[src/rtl/venda_troco_if.sv]
// Coin/change bus between the coin source, the vending controller and the
// change hopper. The controller sits on the slave side.
interface venda_troco_if #(
  parameter int COIN_W = 5,
  parameter int SUM_W  = 7
);
  logic [SUM_W-1:0]  price;
  logic [COIN_W-1:0] coin;
  logic              coin_valid;
  logic              coin_ready;
  logic              coin_reject;
  logic              cancel;
  logic              vendeu;
  logic [COIN_W-1:0] chg_coin;
  logic              chg_valid;
  logic              chg_ready;
  logic [SUM_W-1:0]  soma;
  logic              busy;

  modport master (
    output price, coin, coin_valid, cancel, chg_ready,
    input  coin_ready, coin_reject, vendeu, chg_coin, chg_valid, soma, busy
  );

  modport slave (
    input  price, coin, coin_valid, cancel, chg_ready,
    output coin_ready, coin_reject, vendeu, chg_coin, chg_valid, soma, busy
  );
endinterface

[src/rtl/venda_troco.sv]
// Vending controller with change return. Collects legal coins, latches the
// price on the first coin of a sale, vends once the balance covers it and
// pays back the remainder greedily, one coin per hopper handshake.
module venda_troco #(
  parameter int COIN_W = 5,
  parameter int SUM_W  = 7,
  parameter int D0     = 5,
  parameter int D1     = 10,
  parameter int D2     = 20
) (
  input logic          clk,
  input logic          reset,
  venda_troco_if.slave bus
);
  typedef enum logic [1:0] {COLLECT, CHECK, VEND, CHANGE} state_t;

  localparam logic [COIN_W-1:0] D0_C = COIN_W'(D0);
  localparam logic [COIN_W-1:0] D1_C = COIN_W'(D1);
  localparam logic [COIN_W-1:0] D2_C = COIN_W'(D2);
  localparam logic [SUM_W-1:0]  D0_S = SUM_W'(D0);
  localparam logic [SUM_W-1:0]  D1_S = SUM_W'(D1);
  localparam logic [SUM_W-1:0]  D2_S = SUM_W'(D2);

  state_t            state_q, state_n;
  logic [SUM_W-1:0]  soma_q, soma_n;
  logic [SUM_W-1:0]  price_q, price_n;
  logic              reject_q, reject_n;
  logic [SUM_W:0]    sum_w;
  logic              coin_legal;
  logic              coin_fits;
  logic [COIN_W-1:0] chg_val;
  logic [SUM_W-1:0]  chg_ext;
  logic              chg_vld;

  // Largest denomination not exceeding the balance; zero for a residue below D0.
  function automatic logic [COIN_W-1:0] greedy_coin(input logic [SUM_W-1:0] s);
    if (s >= D2_S)      return D2_C;
    else if (s >= D1_S) return D1_C;
    else if (s >= D0_S) return D0_C;
    else                return '0;
  endfunction

  // One extra bit on the sum exposes overflow instead of letting it wrap.
  assign sum_w      = (SUM_W+1)'(soma_q) + (SUM_W+1)'(bus.coin);
  assign coin_fits  = ~sum_w[SUM_W];
  assign coin_legal = (bus.coin == D0_C) || (bus.coin == D1_C) || (bus.coin == D2_C);
  assign chg_val    = greedy_coin(soma_q);
  assign chg_ext    = SUM_W'(chg_val);
  assign chg_vld    = (state_q == CHANGE) && (soma_q >= D0_S);

  // State, balance, latched price and the registered reject pulse.
  always_ff @(posedge clk or negedge reset) begin
    if (!reset) begin
      state_q  <= COLLECT;
      soma_q   <= '0;
      price_q  <= '0;
      reject_q <= 1'b0;
    end else begin
      state_q  <= state_n;
      soma_q   <= soma_n;
      price_q  <= price_n;
      reject_q <= reject_n;
    end
  end

  // Next-state, balance update and reject decision.
  always_comb begin
    state_n  = state_q;
    soma_n   = soma_q;
    price_n  = price_q;
    reject_n = 1'b0;
    case (state_q)
      COLLECT: begin
        // A cancel with money inside takes priority; a coin offered alongside is refused.
        if (bus.cancel && (soma_q != '0)) begin
          state_n  = CHANGE;
          reject_n = bus.coin_valid;
        end else if (bus.coin_valid) begin
          if (coin_legal && coin_fits) begin
            soma_n  = sum_w[SUM_W-1:0];
            if (soma_q == '0) price_n = bus.price;
            state_n = CHECK;
          end else begin
            reject_n = 1'b1;
          end
        end
      end
      CHECK: begin
        reject_n = bus.coin_valid;
        // A zero price never sells; coins just keep accumulating.
        if ((price_q != '0) && (soma_q >= price_q)) state_n = VEND;
        else                                         state_n = COLLECT;
      end
      VEND: begin
        reject_n = bus.coin_valid;
        soma_n   = soma_q - price_q;
        state_n  = (soma_q != price_q) ? CHANGE : COLLECT;
      end
      CHANGE: begin
        reject_n = bus.coin_valid;
        // Anything below the smallest coin cannot be paid back and is dropped.
        if (soma_q < D0_S) begin
          soma_n  = '0;
          state_n = COLLECT;
        end else if (bus.chg_ready) begin
          soma_n = soma_q - chg_ext;
          if (soma_q == chg_ext) state_n = COLLECT;
        end
      end
      default: state_n = COLLECT;
    endcase
  end

  assign bus.coin_ready  = (state_q == COLLECT);
  assign bus.coin_reject = reject_q;
  assign bus.vendeu      = (state_q == VEND);
  assign bus.chg_valid   = chg_vld;
  assign bus.chg_coin    = chg_vld ? chg_val : '0;
  assign bus.soma        = soma_q;
  assign bus.busy        = (state_q != COLLECT);
endmodule

[src/flat_wrapper.sv]
// flat-port wrapper written by rule: the top's interface ports become plain ports
module venda_troco_flat 
#(
  parameter int COIN_W = 5,
  parameter int SUM_W  = 7,
  parameter int D0     = 5,
  parameter int D1     = 10,
  parameter int D2     = 20
)
  (clk, reset, bus_price, bus_coin, bus_coin_valid, bus_cancel, bus_chg_ready, bus_coin_ready, bus_coin_reject, bus_vendeu, bus_chg_coin, bus_chg_valid, bus_soma, bus_busy);
  venda_troco_if #(.COIN_W(COIN_W), .SUM_W(SUM_W)) bus_i ();
  input logic clk;
  input logic reset;
  input wire logic [$bits(bus_i.price)-1:0] bus_price;
  input wire logic [$bits(bus_i.coin)-1:0] bus_coin;
  input wire logic [$bits(bus_i.coin_valid)-1:0] bus_coin_valid;
  input wire logic [$bits(bus_i.cancel)-1:0] bus_cancel;
  input wire logic [$bits(bus_i.chg_ready)-1:0] bus_chg_ready;
  output wire logic [$bits(bus_i.coin_ready)-1:0] bus_coin_ready;
  output wire logic [$bits(bus_i.coin_reject)-1:0] bus_coin_reject;
  output wire logic [$bits(bus_i.vendeu)-1:0] bus_vendeu;
  output wire logic [$bits(bus_i.chg_coin)-1:0] bus_chg_coin;
  output wire logic [$bits(bus_i.chg_valid)-1:0] bus_chg_valid;
  output wire logic [$bits(bus_i.soma)-1:0] bus_soma;
  output wire logic [$bits(bus_i.busy)-1:0] bus_busy;
  assign bus_i.price = bus_price;
  assign bus_i.coin = bus_coin;
  assign bus_i.coin_valid = bus_coin_valid;
  assign bus_i.cancel = bus_cancel;
  assign bus_i.chg_ready = bus_chg_ready;
  assign bus_coin_ready = bus_i.coin_ready;
  assign bus_coin_reject = bus_i.coin_reject;
  assign bus_vendeu = bus_i.vendeu;
  assign bus_chg_coin = bus_i.chg_coin;
  assign bus_chg_valid = bus_i.chg_valid;
  assign bus_soma = bus_i.soma;
  assign bus_busy = bus_i.busy;
  venda_troco #(.COIN_W(COIN_W), .SUM_W(SUM_W), .D0(D0), .D1(D1), .D2(D2)) u_core (.clk(clk), .reset(reset), .bus(bus_i));
endmodule
[config.mk]
export PLATFORM = sky130hd
export DESIGN_NAME = venda_troco_flat
export DESIGN_NICKNAME = d
export VERILOG_FILES = /design/src/rtl/venda_troco_if.sv /design/src/rtl/venda_troco.sv /design/src/flat_wrapper.sv
export SDC_FILE = /design/constraint.sdc
export NUM_CORES = 1
export LEC_CHECK = 0
export BUFFER_PORTS_ARGS = -buffer_cell sky130_fd_sc_hd__buf_2
export CAP_MARGIN = 10
export CORE_ASPECT_RATIO = 1.75
export CORE_MARGIN = 5
export CORE_UTILIZATION = 55
export CTS_CLUSTER_SIZE = 30
export DETAILED_ROUTE_END_ITERATION = 12
export GPL_TIMING_DRIVEN = 1
export PLACE_DENSITY = 0.82
export SYNTH_ARGS = -nofsm -noshare
export SYNTH_HDL_FRONTEND = slang
export SYNTH_SLANG_ARGS = --single-unit
[constraint.sdc]
create_clock -name clk -period 3.15 [get_ports clk]
set_clock_uncertainty 0.1 [all_clocks]
set_input_delay 0.315 -clock clk [delete_from_list [all_inputs] [get_ports clk]]
set_output_delay 0.315 -clock clk [all_outputs]
set_load 0.01 [all_outputs]
== Word level (Yosys, flattened, before mapping) ==
Index checks and enable logic that the tools add are counted.
Storage, ports and cells
  register bits: 17
  input port bits: 17
  output and inout bits: 17
  word-level logic and storage cells: 68
Cells by class
  add/subtract/negate cells: 3
  order comparisons: 5
  eq/ne operators: 15
  muxes and demuxes: 23
  bitwise gates (word level): 2
  reductions and logical operators: 16
Operators with widths (number)
  two-way mux 7 bit: 5
  case mux 7 bit (3 select lines): 1
  two-way mux 2 bit: 8
  two-way mux 5 bit: 3
  nonzero test 7 bit: 2
  AND reduction 5 bit: 2
  adder 7 x 5 -> 8 bit: 1
  case mux 2 bit (4 select lines): 1
  equality test 7 x 5 -> 1 bit: 1
  greater-or-equal comparator 7 x 3 -> 1 bit (second input constant): 1
  greater-or-equal comparator 7 x 4 -> 1 bit (second input constant): 1
  greater-or-equal comparator 7 x 5 -> 1 bit (second input constant): 1
  greater-or-equal comparator 7 bit: 1
  zero test 7 bit: 1
  less-than comparator 7 x 3 -> 1 bit (second input constant): 1
  != test 7 bit: 1
  subtractor 7 x 5 -> 7 bit: 1
  subtractor 7 bit: 1
  != test 3 bit (second input constant): 2
  equality test 5 x 3 -> 1 bit (second input constant): 1
  equality test 5 x 4 -> 1 bit (second input constant): 1
  equality test 5 bit (second input constant): 1
  equality test 2 bit (second input constant): 2
  logical AND 1 bit: 4
  15 further kinds: 20

== Logic depth before layout (Yosys ltp) ==
  word-level depth: 9
  gate-level depth with buffers: 12
  mapped depth without buffers: 12

== Least setup slack after synthesis ==
No wires, ideal clock.
  path type: register to register
  start: reg u_core.soma_q[1] (netlist: u_core.bus.soma[1])
  end: reg u_core.soma_q[6] (netlist: u_core.bus.soma[6])
  library setup time: 0.087 ns
  data arrival time: 2.513 ns
  slack: 0.450 ns
  stages on the path, launching flop included: 12
  path buffers: 0
  clock period less this slack: 2.700 ns
  cell sequence: dfrtp_1 -> nor2_1 -> a21oi_1 -> nor4_1 -> nor2b_1 -> ha_1 -> nor2b_1 -> o31a_1 -> nor3_1 -> xor2_1 -> o22ai_1 -> a211oi_2
On the way
  longest elaborated chain between the ends: 8
Ends and longest elaborated chain
  from (decl): line venda_troco.sv:25  | logic [SUM_W-1:0] soma_q, soma_n;
  from (signal assigned): line venda_troco.sv:60  | soma_q <= soma_n;
  greater-or-equal comparator 7 x 3 -> 1 bit: line venda_troco.sv:39  | else if (s >= D0_S) return D0_C;
  two-way mux 3 bit: line venda_troco.sv:39
  two-way mux 5 bit: line venda_troco.sv:38  | else if (s >= D1_S) return D1_C;
  two-way mux 5 bit: line venda_troco.sv:37  | if (s >= D2_S) return D2_C;
  subtractor 7 x 5 -> 7 bit: line venda_troco.sv:106  | soma_n = soma_q - chg_ext;
  two-way mux 7 bit: line venda_troco.sv:105  | end else if (bus.chg_ready) begin
  two-way mux 7 bit: line venda_troco.sv:102  | if (soma_q < D0_S) begin
  case mux 7 bit (3 select lines): line venda_troco.sv:72  | case (state_q)
Several ways; a longest one is shown, not always the timed one. The select of a mux whose other input is x is not followed.
A chain may end at the register's enable or synchronous reset.

== Worst setup path after layout ==
  start: reg u_core.soma_q[2] (netlist: u_core.bus.soma[2])
  end: reg u_core.soma_q[6] (netlist: u_core.bus.soma[6])
Same word-level chain as after synthesis.

==> flow_summary.ini <==
[status]
outcome = completed

[floorplanning]
core_area_um2 = 3330
num_io_pins = 34
die_w_um = 53.8
dieArea_um2 = 4660
fp.dieH_um = 86.6
initial_core_util_pct = 55.5
fp-row-count = 28

[worst_setup_path]
cp.required_ps = 3220
path_max_fanout = 9
crit_type = reg2reg
rrSetupSlack_ps = 310
r2r_cells = 11
endpoint_kind = flop
reg2reg_from = u_core.bus.soma[2]
start_kind = flop
rr_endpoint = u_core.bus.soma[6]
worstPathArrival_ps = 2910

[min_path]
hold_end = u_core.price_q[2]
min_from = bus_price[2]
hp-class = in2reg
hold_path_depth = 2

[yosys]
synthesis.nets = 246
synth-seq-area-share_pct = 23.1
synth_cell_types = 54
syn_inst = 209
syn_area_um2 = 1850
syn_avg_cell_area_um2 = 8.83
synth_edf_count = 0
synth_seq_cells = 17
synth-main-ff-cell = dfrtp_1
yosys_warnings = 0
synth-async-reset-ratio_pct = 100

[detailed_routing]
wire_per_inst_um = 16.8
drt-vias-per-instance = 5.93
dr_total_vias = 1731
routed_wl_um = 4910
initialDrtViolationCount = 47
remaining_drc_errors = 0
dr.pass1.iters = 4
drtAntennaViolNets = 0

[sta]
slew_viol_final = 0
fmax_ghz = 0.352
setup_violations = 0
rsz0062_at_grt = false
fin_crit_sh_pct = 90.2
layout_min_cycle_time_ps = 2840
tightestPinTransition_ps = 459
relSlewSlack_pct = 68.6
finalHoldViolCount = 0
hold_ws_ps = 184
finalSetupTns_ps = 0

[final_layout]
syn_to_final_growth_pct = 15.0
drive_gt1_share_pct = 27.5
final_common_cell = buf_2
final_cell_mix = 33 x buf_2, 19 x inv_1, 18 x nor2_1
fill_cells = 304
num_antenna_cells = 0
nets = 285

[grt]
use_met1_pct = 26.1
grtUsageMet2_pct = 42.5
grtUsageTotal_pct = 24.2
grt_max_degree = 18
top_usage_layer = met2
antenna_found_initial = 0
use_met3_pct = 3.61
grt_overflow = 0
grt_pass1_wl_um = 8420
first_global_vias = 1883

[power_and_ir_drop]
p_per_area_nw_per_um2 = 1100
peakVddDrop_uv = 796
leakagePower_uw = 0.000954

[cts]
cts_buffers = 3
cts_sinks = 17
ctsRootBufferMaster = clkbuf_8
clkSlewWorstSetupHoldPaths_ps = 70
cts_setup_buffers = 0
cts_htree_levels = 1
clock_latency_ps = 260
cts_tree = done
cts_buffer_depth = 2

[placement]
io_buffers = 33
gp_congestion = 0.925
place_hpwl_um = 3980

[job]
drv_cap = 0
-- cell families after synthesis --
family	after synthesis	synth area share, %
and+or+nand+nor	73	22.6
AOI/OAI and AO/OA	58	23.9
buffers and inverters	24	6.37
adders and majority gates	20	14.8
DFF	17	23.1
muxes	9	5.49
xor gates and xnor gates	8	3.80
-- report_power, final --
group	leakage (uW)	internal, uW	switching [uW]
Combinational	0.000713	750	993
Clock	0.0000255	87.9	78.8
Sequential	0.000216	290	133
Total	0.000954	1130	1210
-- metal layers --
metal  wire length (um)  vias to the layer above  part of all wire, %
li1                   -                      835                    -
met1               1780                      812                   36
met4                227                        0                  4.6
met3                226                       19                  4.6
met5                  0                        -                    0
met2               2670                       65                   54
-- area by class of cell --
class | count | area (um2) | share of cell area [%]
multi-input cells | 168 | 1310 | 61.7
flip-flops and latches | 17 | 427 | 20.1
repair buffers | 39 | 213 | 10.0
inverters | 19 | 71.3 | 3.36
well taps | 45 | 56.3 | 2.65
clock buffers | 3 | 41.3 | 1.95
clock inverters | 1 | 5.00 | 0.236
-- through the flow --
step / instance area, um2 / total power [uW] / worst slack, ps / instances / util, %
2_1_floorplan: 1850 / 1690 / 450 / 209 / -
3_3_place_gp: 2060 / 2100 / 311 / 287 / 61.8
3_5_place_dp: 2060 / 2130 / 181 / 287 / 61.8
4_1_cts: 2110 / 2310 / 162 / 292 / 63.5
5_1_grt: 2120 / 2580 / 75.9 / 292 / 63.8
6_report: 2120 / 2330 / 308 / 292 / 63.8
-- worst max-delay path, cell delays in order (launching register included) --
cell	delay [ps]
dfrtp_2	480
nor2_1	260
a21oi_1	120
nor4_2	260
nor2b_1	100
ha_1	350
nor2b_1	170
o31a_1	250
nor3_1	200
xor2_1	170
o22ai_1	90
a211oi_2	200
-- cells in the mapped netlist (all sizes together) (3+ instances only) --
master / n / area [um2]
nand3: 6 / 47.6
nor2: 18 / 67.6
fa: 3 / 60.1
a21oi: 11 / 66.3
buf: 5 / 46.3
dfrtp: 17 / 425
mux2: 9 / 101
o31ai: 3 / 36.3
nor4: 5 / 46.3
nor3: 5 / 36.3
xor2: 3 / 26.3
a211oi: 3 / 32.5
ha: 17 / 213
nand2: 15 / 56.3
o21ai: 16 / 80.1
inv: 19 / 71.3
nand2b: 5 / 31.3
nand3b: 3 / 22.5
nor2b: 4 / 25.0
xnor2: 5 / 43.8
o21a: 4 / 30.0
nand4: 3 / 18.8
-- flip-flops by register name, indices dropped and copies added (netlist names) --
register and count:
u_core.bus.coin_reject 1, u_core.bus.soma 7, u_core.state_q 2, u_core.price_q 7
-- timing repair --
item,CTS,global route
gates resized for setup,0,2
hold buffers,1,0
endpoints found under the setup margin,0,5
hold endpoints to repair,17,0
-- worst max path at each step --
stage | from | to | slack (ps) | cells after the start
2_1_floorplan | u_core.bus.soma[1] | u_core.bus.soma[6] | 450 | 11
3_3_place_gp | u_core.bus.soma[2] | u_core.bus.soma[6] | 310 | 11
3_5_place_dp | u_core.bus.soma[2] | u_core.bus.soma[6] | 180 | 11
4_1_cts | u_core.bus.soma[2] | u_core.bus.soma[6] | 160 | 11
5_1_grt | u_core.bus.soma[2] | u_core.bus.soma[6] | 80 | 11
6_report | u_core.bus.soma[2] | u_core.bus.soma[6] | 310 | 11
No activity file was read; power rests on OpenSTA's default activity.
